==> config.mk <==
export PLATFORM = sky130hd
export DESIGN_NAME = pc_step_sequencer_flat
export DESIGN_NICKNAME = d
export VERILOG_FILES = /design/src/rtl/pc_step_sequencer_if.sv /design/src/rtl/pc_step_sequencer.sv /design/src/flat_wrapper.sv
export SDC_FILE = /design/constraint.sdc
export NUM_CORES = 1
export LEC_CHECK = 0
export BUFFER_PORTS_ARGS = -buffer_cell sky130_fd_sc_hd__buf_4
export CAP_MARGIN = 20
export CORE_UTILIZATION = 24
export DETAILED_ROUTE_END_ITERATION = 7
export SYNTH_ARGS = -nofsm -noshare
export SYNTH_HDL_FRONTEND = slang
export SYNTH_SLANG_ARGS = --single-unit
==> constraint.sdc <==
create_clock -name CLK -period 5.75 [get_ports CLK]
set_input_delay 1.15 -clock CLK [delete_from_list [all_inputs] [get_ports CLK]]
set_output_delay 1.15 -clock CLK [all_outputs]
set_load 0.01 [all_outputs]
==> src/rtl/pc_step_sequencer_if.sv <==
// rtl/pc_step_sequencer_if.sv - control/status bundle between the step sequencer and the CPU datapath
interface pc_step_sequencer_if #(
  parameter int STEP_W = 3
);
  logic              run;
  logic              halt_req;
  logic              step_mode;
  logic [3:0]        ir_op;
  logic              flag_z;
  logic              flag_c;
  logic              pc_ldn;
  logic              pc_enp;
  logic              pc_ent;
  logic              mar_ld;
  logic              mem_rd;
  logic              ir_ld;
  logic              exec_en;
  logic [STEP_W-1:0] step;
  logic              busy;
  logic              halted;

  modport master (
    input  run, halt_req, step_mode, ir_op, flag_z, flag_c,
    output pc_ldn, pc_enp, pc_ent, mar_ld, mem_rd, ir_ld, exec_en, step, busy, halted
  );

  modport slave (
    output run, halt_req, step_mode, ir_op, flag_z, flag_c,
    input  pc_ldn, pc_enp, pc_ent, mar_ld, mem_rd, ir_ld, exec_en, step, busy, halted
  );
endinterface

==> src/rtl/pc_step_sequencer.sv <==
// rtl/pc_step_sequencer.sv - T-state instruction sequencer driving PC counter pins and datapath strobes
module pc_step_sequencer #(
  parameter int         STEP_W = 3,
  parameter logic [3:0] OP_HLT = 4'hF,
  parameter logic [3:0] OP_JMP = 4'hC,
  parameter logic [3:0] OP_JZ  = 4'hD,
  parameter logic [3:0] OP_JC  = 4'hE,
  parameter logic [3:0] OP_NOP = 4'h0
) (
  input logic                  CLK,
  input logic                  CLRn,
  pc_step_sequencer_if.master  bus
);

  typedef enum logic [1:0] {IDLE, RUN, PAUSE, HALTED} state_t;

  localparam logic [STEP_W-1:0] T0 = STEP_W'(0);
  localparam logic [STEP_W-1:0] T1 = STEP_W'(1);
  localparam logic [STEP_W-1:0] T2 = STEP_W'(2);
  localparam logic [STEP_W-1:0] T3 = STEP_W'(3);
  localparam logic [STEP_W-1:0] T4 = STEP_W'(4);

  state_t            state, state_nxt;
  logic [STEP_W-1:0] step, step_nxt;
  logic              run_q;
  logic              flag_z_q, flag_c_q;

  logic start, is_jump, is_short, taken, last;

  assign start    = bus.run & ~run_q;
  assign is_jump  = (bus.ir_op == OP_JMP) || (bus.ir_op == OP_JZ) || (bus.ir_op == OP_JC);
  assign is_short = (bus.ir_op == OP_NOP) || (bus.ir_op == OP_HLT);
  assign taken    = (bus.ir_op == OP_JMP) ||
                    ((bus.ir_op == OP_JZ) && flag_z_q) ||
                    ((bus.ir_op == OP_JC) && flag_c_q);
  assign last     = ((step == T2) && is_short) || ((step == T3) && is_jump) || (step == T4);

  always_ff @(posedge CLK or negedge CLRn) begin
    if (!CLRn) begin
      state    <= IDLE;
      step     <= T0;
      run_q    <= 1'b0;
      flag_z_q <= 1'b0;
      flag_c_q <= 1'b0;
    end else begin
      state <= state_nxt;
      step  <= step_nxt;
      run_q <= bus.run;
      // Flags are captured on the edge into T3 so the T3 jump decode stays purely registered.
      if (state == RUN && step == T2) begin
        flag_z_q <= bus.flag_z;
        flag_c_q <= bus.flag_c;
      end
    end
  end

  always_comb begin
    state_nxt = state;
    step_nxt  = step;
    case (state)
      IDLE, PAUSE, HALTED: begin
        step_nxt = T0;
        if (start) state_nxt = RUN;
      end
      RUN: begin
        if (step > T4) begin
          step_nxt = T0;
        end else if (last) begin
          step_nxt = T0;
          if (bus.ir_op == OP_HLT || bus.halt_req) state_nxt = HALTED;
          else if (bus.step_mode)                  state_nxt = PAUSE;
        end else begin
          step_nxt = step + STEP_W'(1);
        end
      end
      default: begin
        state_nxt = IDLE;
        step_nxt  = T0;
      end
    endcase
  end

  always_comb begin
    bus.pc_ldn  = 1'b1;
    bus.pc_enp  = 1'b0;
    bus.pc_ent  = 1'b0;
    bus.mar_ld  = 1'b0;
    bus.mem_rd  = 1'b0;
    bus.ir_ld   = 1'b0;
    bus.exec_en = 1'b0;
    if (state == RUN) begin
      case (step)
        T0: bus.mar_ld = 1'b1;
        T1: begin
          bus.mem_rd = 1'b1;
          bus.ir_ld  = 1'b1;
          bus.pc_enp = 1'b1;
          bus.pc_ent = 1'b1;
        end
        T2: begin
          if (is_jump)        bus.mar_ld  = 1'b1;
          else if (!is_short) bus.exec_en = 1'b1;
        end
        T3: begin
          if (is_jump) begin
            bus.mem_rd = 1'b1;
            if (taken) begin
              bus.pc_ldn = 1'b0;
            end else begin
              bus.pc_enp = 1'b1;
              bus.pc_ent = 1'b1;
            end
          end else if (!is_short) begin
            bus.exec_en = 1'b1;
          end
        end
        T4: bus.exec_en = !is_jump && !is_short;
        default: ;
      endcase
    end
  end

  assign bus.step   = step;
  assign bus.busy   = (state == RUN);
  assign bus.halted = (state == HALTED);

endmodule
==> src/flat_wrapper.sv <==
// flat-port wrapper written by rule: the top's interface ports become plain ports
module pc_step_sequencer_flat 
#(
  parameter int         STEP_W = 3,
  parameter logic [3:0] OP_HLT = 4'hF,
  parameter logic [3:0] OP_JMP = 4'hC,
  parameter logic [3:0] OP_JZ  = 4'hD,
  parameter logic [3:0] OP_JC  = 4'hE,
  parameter logic [3:0] OP_NOP = 4'h0
)
  (CLK, CLRn, bus_run, bus_halt_req, bus_step_mode, bus_ir_op, bus_flag_z, bus_flag_c, bus_pc_ldn, bus_pc_enp, bus_pc_ent, bus_mar_ld, bus_mem_rd, bus_ir_ld, bus_exec_en, bus_step, bus_busy, bus_halted);
  pc_step_sequencer_if #(.STEP_W(STEP_W)) bus_i ();
  input logic CLK;
  input logic CLRn;
  input wire logic [$bits(bus_i.run)-1:0] bus_run;
  input wire logic [$bits(bus_i.halt_req)-1:0] bus_halt_req;
  input wire logic [$bits(bus_i.step_mode)-1:0] bus_step_mode;
  input wire logic [$bits(bus_i.ir_op)-1:0] bus_ir_op;
  input wire logic [$bits(bus_i.flag_z)-1:0] bus_flag_z;
  input wire logic [$bits(bus_i.flag_c)-1:0] bus_flag_c;
  output wire logic [$bits(bus_i.pc_ldn)-1:0] bus_pc_ldn;
  output wire logic [$bits(bus_i.pc_enp)-1:0] bus_pc_enp;
  output wire logic [$bits(bus_i.pc_ent)-1:0] bus_pc_ent;
  output wire logic [$bits(bus_i.mar_ld)-1:0] bus_mar_ld;
  output wire logic [$bits(bus_i.mem_rd)-1:0] bus_mem_rd;
  output wire logic [$bits(bus_i.ir_ld)-1:0] bus_ir_ld;
  output wire logic [$bits(bus_i.exec_en)-1:0] bus_exec_en;
  output wire logic [$bits(bus_i.step)-1:0] bus_step;
  output wire logic [$bits(bus_i.busy)-1:0] bus_busy;
  output wire logic [$bits(bus_i.halted)-1:0] bus_halted;
  assign bus_i.run = bus_run;
  assign bus_i.halt_req = bus_halt_req;
  assign bus_i.step_mode = bus_step_mode;
  assign bus_i.ir_op = bus_ir_op;
  assign bus_i.flag_z = bus_flag_z;
  assign bus_i.flag_c = bus_flag_c;
  assign bus_pc_ldn = bus_i.pc_ldn;
  assign bus_pc_enp = bus_i.pc_enp;
  assign bus_pc_ent = bus_i.pc_ent;
  assign bus_mar_ld = bus_i.mar_ld;
  assign bus_mem_rd = bus_i.mem_rd;
  assign bus_ir_ld = bus_i.ir_ld;
  assign bus_exec_en = bus_i.exec_en;
  assign bus_step = bus_i.step;
  assign bus_busy = bus_i.busy;
  assign bus_halted = bus_i.halted;
  pc_step_sequencer #(.STEP_W(STEP_W), .OP_HLT(OP_HLT), .OP_JMP(OP_JMP), .OP_JZ(OP_JZ), .OP_JC(OP_JC), .OP_NOP(OP_NOP)) u_core (.CLK(CLK), .CLRn(CLRn), .bus(bus_i));
endmodule
# == Word level (Yosys, flattened, before mapping) ==
# Cells that the tools add are included.
# word_totals
word_cells,73
latch_bits,0
output_inout_bits,12
inputBits,11
ff_bits,8
mem_bits_rw,0
n_memories,0
romBits,0
# classes
div,0
eq_ne,15
mul,0
n_reduce_logical,22
addsub,1
muxes,27
n_bitwise,2
n_shift,0
order_cmp,1
# ops
op,count
$eq 4x4->1 const B,4
$mux 1,14
$mux 2,5
$logic_or 1x1->1,8
$pmux 1 s2,4
$eq 3x2->1 const B,2
$logic_and 1x1->1,6
$mux 3,2
$pmux 3 s2,1
$eq 2x2->1 const B,2
$logic_not 4->1,1
$ne 2x1->1 const B,2
$pmux 2 s2,1
$reduce_and 4->1,1
$add 3x1->3 const B,1
$eq 3x1->1 const B,1
$eq 3x3->1 const B,1
$gt 3x3->1 const B,1
$logic_not 3->1,1
$ne 3x2->1 const B,1
$reduce_or 3->1,1
$eq 2x1->1 const B,1
$logic_not 1->1,2
$logic_not 2->1,1
other kinds (4),4

# == Logic depth before layout (Yosys ltp) ==
# logic_depth
word_depth,9
ltp_mapped,7
mapped_depth_nobuf,6

# == Worst setup path before layout ==
# Ideal clock, no wire load.
# synth_path
path_type,input-to-output
startpoint,input bus_ir_op[3]
endpoint,output bus_pc_ent
path_buffers,2
path_stages,6
required_time_ns,4.600
t_arrival_ns,2.145
path_slack_ns,2.455
cell_sequence,and2_1 > and3_1 > buf_2 > o211a_1 > o21a_1 > buf_4
# synth_between
elab_chain_len,8
elab_cells_between_ends,13
classes_between,3 x eq/ne; 4 x mux; 6 x reduce/logical
# synth_rtl
item,line,source
start: declaration,flat_wrapper.sv:18,input wire logic [$bits(bus_i.ir_op)-1:0] bus_ir_op;
$eq 4x4->1,"pc_step_sequencer.sv:31, pc_step_sequencer.sv:34",
$logic_and 1x1->1,pc_step_sequencer.sv:34,((bus.ir_op == OP_JZ) && flag_z_q) ||
$logic_or 1x1->1,pc_step_sequencer.sv:33,assign taken = (bus.ir_op == OP_JMP) ||
$logic_or 1x1->1,pc_step_sequencer.sv:34,
$mux 1,--,
$mux 1 *,--,
$pmux 1 s2 *,--,
$mux 1 *,--,
end: declaration,flat_wrapper.sv:23,output wire logic [$bits(bus_i.pc_ent)-1:0] bus_pc_ent;
# Mark *: on every way between the ends. The rest lies on a longest branch, timed or not.

# == Final worst setup path ==
# layout_path
startpoint,input bus_ir_op[3]
endpoint,output bus_pc_ldn
# layout_between
elab_chain_len,8
elab_cells_between_ends,13
classes_between,3 x eq/ne; 4 x mux; 6 x reduce/logical
# layout_rtl
item,line,source
$eq 4x4->1,"pc_step_sequencer.sv:31, pc_step_sequencer.sv:34",
$logic_and 1x1->1,pc_step_sequencer.sv:34,
$logic_or 1x1->1,pc_step_sequencer.sv:33,
$logic_or 1x1->1,pc_step_sequencer.sv:34,
$mux 1,pc_step_sequencer.sv:107,if (taken) begin
$mux 1 *,pc_step_sequencer.sv:105,if (is_jump) begin
$mux 1 *,pc_step_sequencer.sv:92,case (step)
$mux 1 *,pc_step_sequencer.sv:91,if (state == RUN) begin
end: declaration,flat_wrapper.sv:21,output wire logic [$bits(bus_i.pc_ldn)-1:0] bus_pc_ldn;
# Marked as above.

==> out/metrics.csv <==
stage;metric;value;unit
timing;Tmin final;3440;ps
power_and_ir_drop;Combinational Power Share;0.619;
clock_tree;CTS resizes;0;
power_and_ir_drop;switching power;0.000150;W
floorplanning;die height;51.1;um
placed_design;RePlAce Congestion;0.739;
logic_synthesis;Synth cell types;30;
critical_path;R2R Setup Slk;4020;ps
timing;Hold Fails Final Rpt;0;
floorplanning;Core ar.;2230;um2
cells_and_area;n_diodes;0;
logic_synthesis;Syn Nets;76;
detailed_routing;DR DRC count;0;
floorplanning;# IOs;23;
logic_synthesis;ys flop type;dfrtp_1;
detailed_routing;initial detailed-routing violation count;2;
critical_path;Slowest-stage cell, CP;or4b_1;
critical_path;largest fanout on the critical path;6;
grt;vias in the first global route;502;
power_and_ir_drop;leakage power;0.395;nW
power_and_ir_drop;internal power;0.000213;W
floorplanning;full die area;2610;um2
power_and_ir_drop;Pwr per Cell Area;461;nW/um2
logic_synthesis;post-synth top area cell;dfrtp_1;
logic_synthesis;Compound-Gate Fraction of Synth Area;0.201;
cells_and_area;filler cell count;247;
logic_synthesis;Post-synth EDFFs;0;
detailed_routing;Via Count;525;
critical_path;cell chain of the critical path;buf_4 -> and2_1 -> and3_1 -> or4b_1 -> buf_4;
clock_tree;total CTS buffers;3;
min_path;hold path depth;1;
logic_synthesis;most frequent cell after synthesis;inv_1;
clock_tree;CTS H-tree depth;1;
outcome;outcome;finished clean;
critical_path;Reg2Reg Depth;6;
placed_design;# port buffers;22;
logic_synthesis;Post-Synth Simple-Gate Area;0.225;
timing;worst hold slack;512;ps
timing;measured slew at the worst slew-check pin;456;ps
critical_path;startpoint types;input port;
timing;Final setup viols;0;
logic_synthesis;adder-cell share of the synthesized area;0.108;
grt;GRT Util Overall;0.110;
clock_tree;post-CTS setup buffer count;0;
timing;fraction of the cycle the final worst path needs;0.599;
detailed_routing;Avg Vias per Cell;4.73;
clock_tree;clk sinks;8;
power_and_ir_drop;switching fraction of total power;0.413;
critical_path;CP max stage delay;460;ps
logic_synthesis;Synth async-reset ratio;1.00;
clock_tree;Clock Tree Root;clkbuf_4;
logic_synthesis;Syn Std Cell Area;578;um2
cells_and_area;NumNets Final;101;
timing;RSZ-0062 raised after global routing;no;
logic_synthesis;mux share of post-synthesis cell area;0.0390;
detailed_routing;ANT nets after route;0;
min_path;HP Class;flip-flop to flip-flop;
critical_path;Worst setup EP type;output port;
detailed_routing;drt pass-1 iters;4;
critical_path;WS Path Type;input port to output port;
critical_path;Top cell by count, worst path;buf_4;
floorplanning;Die Wd;51.1;um
timing;worst rel slew slack;0.695;
logic_synthesis;XOR/XNOR share of the synthesized area;0;
logic_synthesis;Synth top cells by count;inv_1 (9), dfrtp_1 (8), ha_1 (5);
clock_tree;clk_lat worst skew;250;ps
logic_synthesis;Synth top area share;0.346;
job;max-cap violations;0;
logic_synthesis;register bit total from synthesis;8;
power_and_ir_drop;Peak VDD IR;208;uV
grt;number of antenna violations at the first check in global routing;0;
clock_tree;TritonCTS clock tree;done;
grt;first-pass GRT wire length;2.07;mm
critical_path;Worst R2R End;u_core.state[0]$_DFFE_PN0P_;
clock_tree;cts hold-fix bufs;0;
clock_tree;clock-pin slew on the worst setup and hold paths;50;ps
logic_synthesis;main combinational cell family by area after synthesis;simple AND/OR/NAND/NOR gates;
timing;Achievable Freq;291;MHz
min_path;Worst Hold Launch;u_core.flag_c_q$_DFFE_PN0P_;
logic_synthesis;Post-Synthesis Cells;60;
logic_synthesis;synth warn;0;
grt;GRT overflow;0;
detailed_routing;Total Routed Length;1.27;mm
floorplanning;starting density of the core;0.259;
critical_path;Worst EP arrival;2290;ps
power_and_ir_drop;Flop pwr share;0.270;
logic_synthesis;most area-consuming cells after synthesis;dfrtp_1 (35%), ha_1 (11%), inv_1 (5.8%);
critical_path;worst path required time;4600;ps
timing;setup TNS;0;ps
min_path;Hold Crit Endpoint;u_core.flag_c_q$_DFFE_PN0P_;
logic_synthesis;Avg Synthesized Cell Area;9.63;um2
cells_and_area;share of cells above drive strength 1;0.386;
critical_path;worst r2r src;u_core.bus.step[0]$_DFF_PN0_;
detailed_routing;drt wl/cell;11.4;um
timing;fin. max-slew vios;0;
power_and_ir_drop;Clk network pwr share;0.110;
grt;pin count of the biggest net entering global routing;9;
placed_design;post-detail-place hpwl;1.05;mm
logic_synthesis;sequential area share after synthesis;0.346;
timing;Final Skew;3.51;ps
cells_and_area;Area Overhead vs Synth;36.4;%
clock_tree;clk buf depth;2;
floorplanning;Rows;17;
## power groups by stage
stage / clock, W / combinational (W) / sequential [W]
6_report: 0.0000401 / 0.000225 / 0.0000982
5_1_grt: 0.0000441 / 0.000251 / 0.000102
4_1_cts: 0.0000432 / 0.000228 / 0.0000983
3_5_place_dp: 0 / 0.000227 / 0.0000992
3_3_place_gp: 0 / 0.000229 / 0.0000981
2_1_floorplan: 0 / 0.000145 / 0.0000978
## worst max path at each step
stage / start / end / slack [ps] / cells after the start
after floorplan: bus_ir_op[3] / bus_pc_ent / 2460 / 6
after global placement: bus_ir_op[3] / bus_pc_ldn / 2290 / 5
after detailed placement: bus_ir_op[3] / bus_pc_ldn / 2330 / 5
after CTS: bus_ir_op[3] / bus_pc_ldn / 2310 / 5
after global routing: bus_ir_op[3] / bus_pc_ldn / 2230 / 5
final: bus_ir_op[3] / bus_pc_ldn / 2310 / 5
## metal layers
metal	wire length (um)	global-route usage
met5	0	0
met4	31	0.0972
met3	56	0.0119
met2	600	0.164
met1	575	0.137
## state kept, by name, indices dropped and copies added, names as in the netlist
name	flops
u_core.flag_c_q	1
u_core.bus.step	3
u_core.flag_z_q	1
u_core.run_q	1
u_core.state	2
## area by class of cell
class,count,area [um2],area share
repair buffers,22,165,0.210
clock buffers,3,22.5,0.0286
flip-flops and latches,8,200,0.254
inverters,9,33.8,0.0429
multi-input cells,41,332,0.421
well taps,28,35.0,0.0444
## metrics by stage
stage,worst slack (ps),cells,utilization,power [W],instance area (um2)
CTS,2310,111,0.353,0.000369,788
detailed placement,2330,108,0.343,0.000326,766
global route,2230,111,0.353,0.000397,788
global placement,2290,108,0.343,0.000327,766
finish,2310,111,0.353,0.000363,788
floorplan,2460,60,-,0.000242,578
## critical path, delay by kind of cell
| kind | cells | cell delay (ps) |
|---|---|---|
| AND/OR/NAND/NOR | 3 | 890 |
| buffers and inverters | 2 | 250 |
## cell usage in the layout, fill, tap and decap left out, types with 2 or more instances in the layout
cell	n
dfrtp_1	8
mux2_2	2
inv_1	9
ha_1	5
a21oi_1	2
buf_4	22
nor4_1	2
o21a_1	2
nor2_1	3
clkbuf_4	3
nor3b_1	2
nand2_1	4
and3_1	2
## logic make-up (layout without fill, tap and decap cells)
| group | count (synthesis) | in the layout |
|---|---|---|
| compound gates | 13 | 13 |
| fa+ha+maj | 5 | 5 |
| buf+inv | 11 | 34 |
| flops | 8 | 8 |
| mux | 2 | 2 |
| simple gates | 21 | 21 |
Power figures use the tool's default switching activity.
